===== config.mk =====
export PLATFORM = sky130hd
export DESIGN_NAME = uart_buf_drain
export DESIGN_NICKNAME = d
export VERILOG_FILES = /design/src/rtl/uart_buf_drain.sv
export SDC_FILE = /design/constraint.sdc
export NUM_CORES = 1
export LEC_CHECK = 0
export CAP_MARGIN = 20
export CELL_PAD_IN_SITES_DETAIL_PLACEMENT = 1
export CELL_PAD_IN_SITES_GLOBAL_PLACEMENT = 2
export CORE_AREA = 5 5 98 109
export CTS_CLUSTER_SIZE = 12
export DETAILED_ROUTE_END_ITERATION = 8
export DIE_AREA = 0 0 103 114
export PLACE_DENSITY_LB_ADDON = 0.2
export SLEW_MARGIN = 20
export SYNTH_ARGS = -nofsm -noshare
export SYNTH_HDL_FRONTEND = slang
export SYNTH_SLANG_ARGS = --single-unit

===== constraint.sdc =====
create_clock -name CLK -period 3.7 [get_ports CLK]
set_clock_uncertainty 0.2 [all_clocks]
set_input_delay 1.11 -clock CLK [delete_from_list [all_inputs] [get_ports CLK]]
set_output_delay 1.11 -clock CLK [all_outputs]
set_load 0.02 [all_outputs]

===== src/rtl/uart_buf_drain.sv =====
// uart_buf_drain
//   Reader side of the UART receive ring buffer held in BRAM. A start pulse
//   walks rd_ptr toward the writer's wr_ptr. Each byte is fetched from BRAM
//   and handed to the UART transmitter with a one-cycle transmit strobe. The
//   drain stops when the ring is empty, or (optionally) when a NUL byte is
//   fetched.
//
// Ports
//   CLK, reset_n      clock, synchronous active-low reset
//   start             one-cycle drain request, ignored unless idle
//   wr_ptr            writer's next-write address, compared live
//   ram_addr          BRAM address (= rd_ptr)
//   ram_cs_n/ram_rd_n BRAM select / read strobe, low only in RD
//   ram_data_in       BRAM registered read data, valid the cycle after RD
//   tx_byte/transmit  byte and send strobe to the UART
//   is_transmitting   UART busy
//   busy              high whenever not IDLE
//   done              one-cycle pulse at the end of a drain
//   rd_ptr            next address to read
module uart_buf_drain #(
  parameter int                    ADDR_WIDTH  = 16,
  parameter logic [ADDR_WIDTH-1:0] BUF_START   = '0,
  parameter logic [ADDR_WIDTH-1:0] BUF_SIZE    = ADDR_WIDTH'(255),
  parameter bit                    STOP_ON_NUL = 1'b1
) (
  input  logic                  CLK,
  input  logic                  reset_n,
  input  logic                  start,
  input  logic [ADDR_WIDTH-1:0] wr_ptr,
  output logic [ADDR_WIDTH-1:0] ram_addr,
  output logic                  ram_cs_n,
  output logic                  ram_rd_n,
  input  logic [7:0]            ram_data_in,
  output logic [7:0]            tx_byte,
  output logic                  transmit,
  input  logic                  is_transmitting,
  output logic                  busy,
  output logic                  done,
  output logic [ADDR_WIDTH-1:0] rd_ptr
);

  localparam logic [ADDR_WIDTH-1:0] BUF_LAST = BUF_START + BUF_SIZE;

  typedef enum logic [2:0] {
    IDLE, RD, LATCH, WAITTX, SEND, GAP, ADV, FIN
  } state_t;

  state_t                state, nstate;
  logic [7:0]            byte_q;
  logic                  stop_q;
  logic [ADDR_WIDTH-1:0] rd_nxt;

  assign rd_nxt   = (rd_ptr == BUF_LAST) ? BUF_START : rd_ptr + 1'b1;
  assign ram_addr = rd_ptr;
  assign ram_cs_n = (state != RD);
  assign ram_rd_n = (state != RD);
  assign transmit = (state == SEND);
  assign done     = (state == FIN);
  assign busy     = (state != IDLE);

  always_ff @(posedge CLK) begin
    if (!reset_n) begin
      state   <= IDLE;
      rd_ptr  <= BUF_START;
      tx_byte <= '0;
      byte_q  <= '0;
      stop_q  <= 1'b0;
    end else begin
      state <= nstate;
      case (state)
        IDLE:   stop_q <= 1'b0;
        LATCH: begin
          byte_q <= ram_data_in;
          stop_q <= STOP_ON_NUL && (ram_data_in == 8'h00);
        end
        WAITTX: if (!is_transmitting) tx_byte <= byte_q;
        ADV:    rd_ptr <= rd_nxt;
        default: ;
      endcase
    end
  end

  always_comb begin
    nstate = state;
    case (state)
      IDLE:   if (start) nstate = (rd_ptr != wr_ptr) ? RD : FIN;
      RD:     nstate = LATCH;
      // NUL is consumed here: pointer still advances, but nothing is sent.
      LATCH:  nstate = (STOP_ON_NUL && ram_data_in == 8'h00) ? ADV : WAITTX;
      WAITTX: if (!is_transmitting) nstate = SEND;
      SEND:   nstate = GAP;
      // GAP gives the UART a cycle to raise is_transmitting before the
      // next byte can reach WAITTX.
      GAP:    nstate = ADV;
      ADV:    nstate = (stop_q || rd_nxt == wr_ptr) ? FIN : RD;
      FIN:    nstate = IDLE;
      default: nstate = IDLE;
    endcase
  end

endmodule


==> results of run 1 <==
-- final cells by class --
cell class	instances	area share, %
Clock inverter	2	0.4237
Timing Repair Buffer	84	24.96
Multi-Input combinational cell	236	44.45
Inverter	7	0.8089
Clock buffer	6	2.542
Tap cell	120	4.622
Sequential cell	36	22.19
-- layer usage --
metal | vias to the layer above | share of wire [%]
li1 | 1166 | -
met4 | 0 | 0.77
met5 | - | 0
met3 | 5 | 3.9
met2 | 47 | 52
met1 | 1134 | 44
-- through the flow --
stage          total power, mW  setup WS (ns)  cell area (um^2)  cells
2_1_floorplan           0.5325         0.9674              2402    313
3_3_place_gp            0.6146         0.4126              3152    483
3_5_place_dp            0.6158         0.3512              3152    483
4_1_cts                 0.9363         0.5488              3248    491
5_1_grt                 0.9714         0.4304              3248    491
6_report                0.9116         0.5923              3248    491
-- critical path: stages (launching register included) --
cell             delay (ns)
dfxtp_1                0.56
inv_1                  0.15
nor2_1                 0.17
nand2_1                0.09
clkdlybuf4s50_1        0.54
-- flip-flops by register name, summed over array words and instances (netlist names) --
| name | cells |
|---|---|
| ram_addr | 16 |
| byte_q | 8 |
| tx_byte | 8 |
| state | 3 |
| stop_q | 1 |
-- synthesized netlist by cell type, drive strengths merged --
library cell	instances
nor3	14
nand2b	2
buf	21
inv	7
nor4bb	1
and2	10
o21a	2
xor2	11
o221a	1
a2bb2oi	1
a21oi	7
nor3b	1
o22ai	2
o211ai	1
o311ai	1
a211oi	1
or2	2
nor2b	3
nand2	53
or3b	1
nor2	14
and3	3
nand4	7
xnor2	28
a21boi	20
a31oi	2
or4	7
a221oi	2
dfxtp	36
nor4	6
a22oi	1
nand4b	2
a21o	1
clkbuf	13
or3	6
o21ai	11
ha	1
nand3	11
-- worst paths after layout --
check	start	slack [ns]	to
setup / recovery	state[0]	0.59	ram_cs_n
hold / removal	tx_byte[6]	0.27	tx_byte[6]
setup reg to reg	ram_addr[0]	0.79	state[1]
hold reg to reg	tx_byte[6]	0.27	tx_byte[6]
-- kinds of logic after synthesis --
kind of cell               count (synthesis)  share of synthesized area (%)
adders and majority gates                  1                         0.5208
and+or+nand+nor                          143                          30.16
xor gates and xnor gates                  39                          14.22
AOI/OAI and AO/OA                         53                          15.21
DFF                                       36                          30.00
buffers and inverters                     41                          9.896
-- cell usage in the layout, fill, tap and decap left out, types with 7 or more instances in the layout --
master	instances
xnor2_1	28
dfxtp_1	36
clkdlybuf4s50_1	72
nor2_1	14
a21boi_0	20
nand3_1	11
buf_4	12
nand4_1	7
xor2_1	11
and2_1	10
inv_1	7
o21ai_0	11
nand2_1	53
nor3_1	14
-- power groups by stage --
stage	registers (mW)	logic [mW]	clock network (mW)
2_1_floorplan	0.420	0.113	0
3_3_place_gp	0.435	0.180	0
3_5_place_dp	0.434	0.182	0
4_1_cts	0.425	0.182	0.329
5_1_grt	0.429	0.197	0.346
6_report	0.425	0.178	0.308
==> impl_metrics.toml, run 1 <==
[power]
pwr-share-comb_pct = 19.5
p_seq_share_pct = 46.6
p_int_mw = 0.6407
netSwitchingFraction_pct = 29.71
power.switching_mw = 0.2709
peakVddDrop_uv = 137.2
leakage_nw = 1.059
p_clk_share_pct = 33.8
power_density_nw_per_um2 = 280.7

[global_routing]
grt_max_degree = 25
use_met3_pct = 2.385
grt_usage_pct = 13.54
grt_pass1_vias = 2482
use_met2_pct = 24.39
grt_pass1_wl_mm = 12.50
grt.overflow.total = 0
grt_antenna_before_repair = 0
grt_most_used_layer = "met2"
met1_usage_pct = 16.69

[floorplan]
row_count = 38
die_h_um = 114
core_region_area_um2 = 9604
dieWidth_um = 103
start_util_pct = 25.01
die-area_um2 = 11740
ios = 73

[final_layout]
areaGrowthSynthToFinish_pct = 35.21
multi_input_comb_area_um2 = 1444
ff_latch_area_um2 = 720.7
antennaDiodeCount = 0
utilization_pct = 33.82
final_layout_size_suffix_gt1_share_pct = 7.547
final_net_count = 399
nFillCells = 1166

[sta]
setup_viol = 0
relSlewSlack_pct = 57.68
rsz0062_at_grt = "no"
tns_ns = 0
fmax_mhz = 321.8
drv_slew = 0
finalHoldViolations = 0
period_minus_slack_ns = 3.108
tightestPinTransition_ns = 0.6325
whs_ns = 0.2654
min_period_over_period_pct = 83.99

[cts]
cts_max_level = 2
cts_tree = "done"
worstSkewPairLatency_ns = 0.29
cts_made_buffers = 5
clockBufferDepth = 2
cts.sinks = 36
cts_resized = 0
cts_root_buffer = "clkbuf_8"
cts.clk_slew.worst_paths_ns = 0.08
hold_buffers = 0
cts_setup_buffers = 0

[synth]
ys_seq_area_share_pct = 30.00
synthesis.area_um2 = 2402
synth-seq-cells = 36
synth_warnings = 0
synth.distinct_cells = 42
synth_top_area_share_pct = 30.00
syn_avg_cell_area_um2 = 7.675
synth.area.top_cells = "dfxtp_1 30%, xnor2_1 10%, nand2_1 8.3%"
syn-num-nets = 342
syn_inst = 313
synth_top_area_cell = "dfxtp_1"

[detailed_routing]
post_drt_wl_per_cell_um = 15.85
via_per_inst = 4.790
via_count = 2352
ant_nets = 0
initialDrtViolationCount = 74
drc = 0
first_pass_iters = 4
wirelength_mm = 7.784

[min_path]
hp-class = "reg2reg"
hold_depth = 2

[setup_path]
crit_required_ns = 2.39
rr_worst_depth = 8
cp.arrival_ns = 1.80
worst_setup_path_start_kind = "register"
worst-setup-path-type = "reg2out"
crit_path_end_kind = "output port"
path_max_fanout = 12

[placed_design]
gp_congestion = 0.8144
port_buffers = 72
dp_hpwl_mm = 6.117

[job]
max_cap_violations = 0

[run_status]
status = "completed"
Power figures use the tool's default switching activity.
==> inputs of run 2 (changes only) <==
==> constraint.sdc (replaced) <==
create_clock -name CLK -period 3 [get_ports CLK]
set_clock_uncertainty 0.2 [all_clocks]
set_input_delay 0.9 -clock CLK [delete_from_list [all_inputs] [get_ports CLK]]
set_output_delay 0.9 -clock CLK [all_outputs]
set_load 0.02 [all_outputs]
==> impl_metrics.toml, run 2 (synthesis results as in run 1) <==
[cts]
cts_max_level = 2
clockBufferDepth = 2
hold_buffers = 0
worstSkewPairLatency_ns = 0.29
cts.clk_slew.worst_paths_ns = 0.08
cts_made_buffers = 5
cts_tree = "done"
cts.sinks = 36
cts_root_buffer = "clkbuf_8"

[global_routing]
grt.overflow.total = 0
grt_usage_pct = 13.65
grt_antenna_before_repair = 0
grt_pass1_wl_mm = 12.62
grt_max_degree = 22
grt_pass1_vias = 2522

[setup_path]
path_max_fanout = 8
worst-setup-path-type = "reg2out"
cp.arrival_ns = 1.77
crit_cells = 3
rr_worst_depth = 9
critPathBufInv = 2
crit_path_end_kind = "output port"
max_stage_delay_ns = 0.64
crit_chain = "inv_1 > nor3_1 > clkdlybuf4s50_1"
worst_setup_path_start_kind = "register"
slowest_stage = "clkdlybuf4s50_1"
crit_required_ns = 1.90
critical_path.top_delay_family = "buffers and inverters"

[sta]
min_period_over_period_pct = 95.51
period_minus_slack_ns = 2.865
relSlewSlack_pct = 67.03
setup_ws_ns = 0.1348
finalHoldViolations = 0
fmax_mhz = 349.0
setup_viol = 0
drv_slew = 0
whs_ns = 0.2652
tns_ns = 0
rsz0062_at_grt = "no"
tightestPinTransition_ns = 0.4900

[final_layout]
final_common_cell = "clkdlybuf4s50_1"
final_net_count = 416
antennaDiodeCount = 0
largest_reg_flops = 16
layout_common_cells = "72 x clkdlybuf4s50_1, 53 x nand2_1, 34 x dfxtp_1"
fin_cells = 508
final_layout_size_suffix_gt1_share_pct = 12.37
nFillCells = 1164
areaGrowthSynthToFinish_pct = 41.46

[run_status]
status = "completed"

[placed_design]
port_buffers = 72
dp_cells = 500
preCtsSetupSlack_ns = -0.1471
dp_hpwl_mm = 6.215
gp_congestion = 0.7810

[detailed_routing]
initialDrtViolationCount = 42
via_count = 2415
first_pass_iters = 4
wirelength_mm = 7.850
ant_nets = 0
via_per_inst = 4.754
drc = 0
post_drt_wl_per_cell_um = 15.45

[job]
max_cap_violations = 0

[floorplan]
row_count = 38
dieWidth_um = 103
start_util_pct = 25.01
die-area_um2 = 11740
ios = 73
core_region_area_um2 = 9604
die_h_um = 114

[power]
power_density_nw_per_um2 = 351.0
peakVddDrop_uv = 173.3
total_power_mw = 1.193
leakage_nw = 1.149

[min_path]
hold_depth = 2
hp-class = "reg2reg"
-- run 2: cell types whose count changed in the layout (fill, tap and decap cells not counted) --
cell	before	now
bufinv_16	0	1
clkinvlp_4	0	1
clkbuf_8	6	5
inv_6	1	0
dfxtp_1	36	34
buf_4	12	29
nand3_2	0	1
nand3_1	11	10
dfxtp_2	0	2
-- run 2: timing repair --
| action | in CTS | in global routing |
|---|---|---|
| setup buffers | 0 | 0 |
| endpoints found under the setup margin | 0 | 5 |
| resized for setup | 0 | 3 |
-- run 2: routing by layer --
layer | vias up | track usage [%] | share of wire (%)
met1 | 1153 | 16.87 | 44
met2 | 51 | 24.26 | 52
met5 | - | 0 | 0
met4 | 0 | 3.109 | 0.96
li1 | 1205 | - | -
met3 | 6 | 2.508 | 3.9
-- run 2: through the flow --
| stage | util, % | area, um^2 |
|---|---|---|
| after floorplan | - | 2402 |
| after global placement | 34.15 | 3279 |
| after detailed placement | 34.15 | 3279 |
| after CTS | 35.30 | 3391 |
| after global routing | 35.38 | 3398 |
| final | 35.38 | 3398 |
-- run 2: area by class of cell --
cell class,count,area (um^2),share of cell area (%)
inverter,7,26.28,0.7732
tap,120,150.1,4.418
sequential,36,723.2,21.28
multi-input combinational,236,1449,42.64
clock buffer,5,68.82,2.025
clock inverter,3,42.54,1.252
timing repair buffer,101,938.4,27.61
-- run 2: power by group --
group	internal [mW]	switching [mW]	leakage [nW]	total (mW)
sequential	0.499	0.0277	0.292	0.527
clock	0.246	0.193	0.0541	0.439
combinational	0.111	0.116	0.803	0.227
-- run 2: path summary, 6_finish.rpt --
path	to	from	slack, ns
worst max-delay path	transmit	state[2]	0.13
worst min-delay path	byte_q[0]	byte_q[0]	0.27
worst max register to register	state[1]	ram_addr[0]	0.23
worst min register to register	byte_q[0]	byte_q[0]	0.27
-- run 2: tightest hold or removal path, cell delays in order, from the launching register on --
cell,delay (ns)
dfxtp_1,0.31
nand2_1,0.05
a21boi_0,0.06
==> inputs of run 3 (changes only) <==
--- a/config.mk
+++ b/config.mk
@@ -5,13 +5,14 @@
 export SDC_FILE = /design/constraint.sdc
 export NUM_CORES = 1
 export LEC_CHECK = 0
-export CAP_MARGIN = 20
+export ABC_CLOCK_PERIOD_IN_PS = 3000
+export CAP_MARGIN = 0
 export CELL_PAD_IN_SITES_DETAIL_PLACEMENT = 1
 export CELL_PAD_IN_SITES_GLOBAL_PLACEMENT = 2
-export CORE_AREA = 5 5 98 109
+export CORE_AREA = 2 2 95 106
 export CTS_CLUSTER_SIZE = 12
 export DETAILED_ROUTE_END_ITERATION = 8
-export DIE_AREA = 0 0 103 114
+export DIE_AREA = 0 0 97 108
 export PLACE_DENSITY_LB_ADDON = 0.2
 export SLEW_MARGIN = 20
 export SYNTH_ARGS = -nofsm -noshare
==> impl_metrics.toml, run 3 (synthesis results as in run 1) <==
[run_status]
status = "completed"

[cts]
cts.sinks = 36
worstSkewPairLatency_ns = 0.29
cts.clk_slew.worst_paths_ns = 0.08
cts_max_level = 2
cts_root_buffer = "clkbuf_8"
cts_made_buffers = 5
cts_setup_buffers = 0
cts_tree = "done"
clockBufferDepth = 2
hold_buffers = 0

[setup_path]
crit_path_end_kind = "output port"
crit_cells = 2
rr_worst_depth = 9
path_max_fanout = 12
slowest_stage = "clkdlybuf4s50_1"
crit_chain = "or3_1 > clkdlybuf4s50_1"
rr_startpoint = "ram_addr[1]"
r2r-end = "state[1]"
reg2reg_slack_ns = 0.31
worst_setup_path_start_kind = "register"
worst-setup-path-type = "reg2out"
max_stage_delay_ns = 0.58
critPathBufInv = 1
critical_path.top_delay_family = "buffers and inverters"
crit_required_ns = 1.90
cp.arrival_ns = 1.78
worstSetupStartpoint = "state[1]"

[detailed_routing]
first_pass_iters = 4
wirelength_mm = 7.654
via_per_inst = 4.777
ant_nets = 0
wl_met1_mm = 3.561
drc = 0
met2_length_mm = 3.760
via_count = 2403
wl_met3_um = 226
top_layer = "met4"
post_drt_wl_per_cell_um = 15.22
initialDrtViolationCount = 100

[power]
peakVddDrop_uv = 166.3
leakage_nw = 1.132
power_density_nw_per_um2 = 330.4

[floorplan]
ios = 73
start_util_pct = 25.82
row_count = 37
die-area_um2 = 10480
die_h_um = 108
dieWidth_um = 97
core_region_area_um2 = 9305

[final_layout]
areaGrowthSynthToFinish_pct = 39.43
largest_reg_flops = 16
ff_latch_area_um2 = 721.9
final_common_cell = "clkdlybuf4s50_1"
final_layout_size_suffix_gt1_share_pct = 11.40
final_net_count = 414
utilization_pct = 36.00
nFillCells = 1151
multi_input_comb_area_um2 = 1444
fin_cells = 503
antennaDiodeCount = 0
layout_common_cells = "72 x clkdlybuf4s50_1, 53 x nand2_1, 35 x dfxtp_1"

[sta]
drv_slew = 0
finalHoldViolations = 0
setup_ws_ns = 0.1245
setup_viol = 0
tightestPinTransition_ns = 0.5143
fmax_mhz = 347.8
rsz0062_at_grt = "no"
relSlewSlack_pct = 65.39
min_period_over_period_pct = 95.85
period_minus_slack_ns = 2.876

[job]
max_cap_violations = 0

[global_routing]
grt_pass1_vias = 2488
grt_pass1_wl_mm = 12.63
grt.overflow.total = 0
grt_max_degree = 22
grt_antenna_before_repair = 0
grt_usage_pct = 15.08

[placed_design]
dp_cells = 495
preCtsSetupSlack_ns = -0.1512
gp_congestion = 0.7907
dp_hpwl_mm = 5.970
port_buffers = 72

[min_path]
hold_depth = 2
min_from = "byte_q[6]"
hp-class = "reg2reg"
hold_path_end = "tx_byte[6]"
==> run 3: metrics by stage <==
stage          cell area (um^2)  setup TNS (ns)  power [mW]  hold slack, ns
6_report                   3349               0       1.107          0.2660
5_1_grt                    3349               0       1.175          0.2935
4_1_cts                    3348               0       1.131          0.2735
3_5_place_dp               3261         -0.2217      0.7668          0.2589
3_3_place_gp               3261        -0.03469      0.7645          0.2463
2_1_floorplan              2402               0      0.6567          0.2412
==> run 3: worst register-to-register path, cell delays in order, from the launching register on <==
cell and delay (ns):
dfxtp_1 0.34, ha_1 0.28, nand3_1 0.11, buf_4 0.17, or3_1 0.44, xnor2_1 0.19, o211ai_1 0.11, nor4_1 0.34
o311ai_1 0.23, a211oi_2 0.21
==> run 3: report_power, final <==
part / switching (mW) / internal, mW / leakage, nW / total (mW)
Clock: 0.192 / 0.162 / 0.0479 / 0.354
Combinational: 0.118 / 0.110 / 0.793 / 0.228
Sequential: 0.0264 / 0.498 / 0.291 / 0.524
Total: 0.337 / 0.770 / 1.13 / 1.11
==> run 3: how the worst max path moves through the flow <==
stage / to / slack, ns
3_5_place_dp: state[1] / -0.15
2_1_floorplan: state[1] / 0.27
3_3_place_gp: state[1] / -0.03
5_1_grt: done / 0.04
4_1_cts: ram_cs_n / 0.07
6_report: busy / 0.12
==> run 3: layout make-up <==
type / count / area share [%]
clock buffers: 5 / 2.055
clock inverters: 3 / 0.5603
inverters: 7 / 0.7845
multi-input cells: 236 / 43.11
flip-flops and latches: 36 / 21.55
well taps: 117 / 4.371
repair buffers: 99 / 27.57
==> run 3: metal layers <==
layer / up-vias / global-route usage (%)
li1: 1208 / -
met1: 1131 / 18.89
met2: 55 / 26.64
met3: 9 / 2.521
met4: 0 / 4.628
met5: - / 0
==> run 3: what timing repair did <==
action | in CTS | in global routing
gates resized for setup | 0 | 1
endpoints found under the hold margin | 0 | 0
endpoints found under the setup margin | 0 | 2
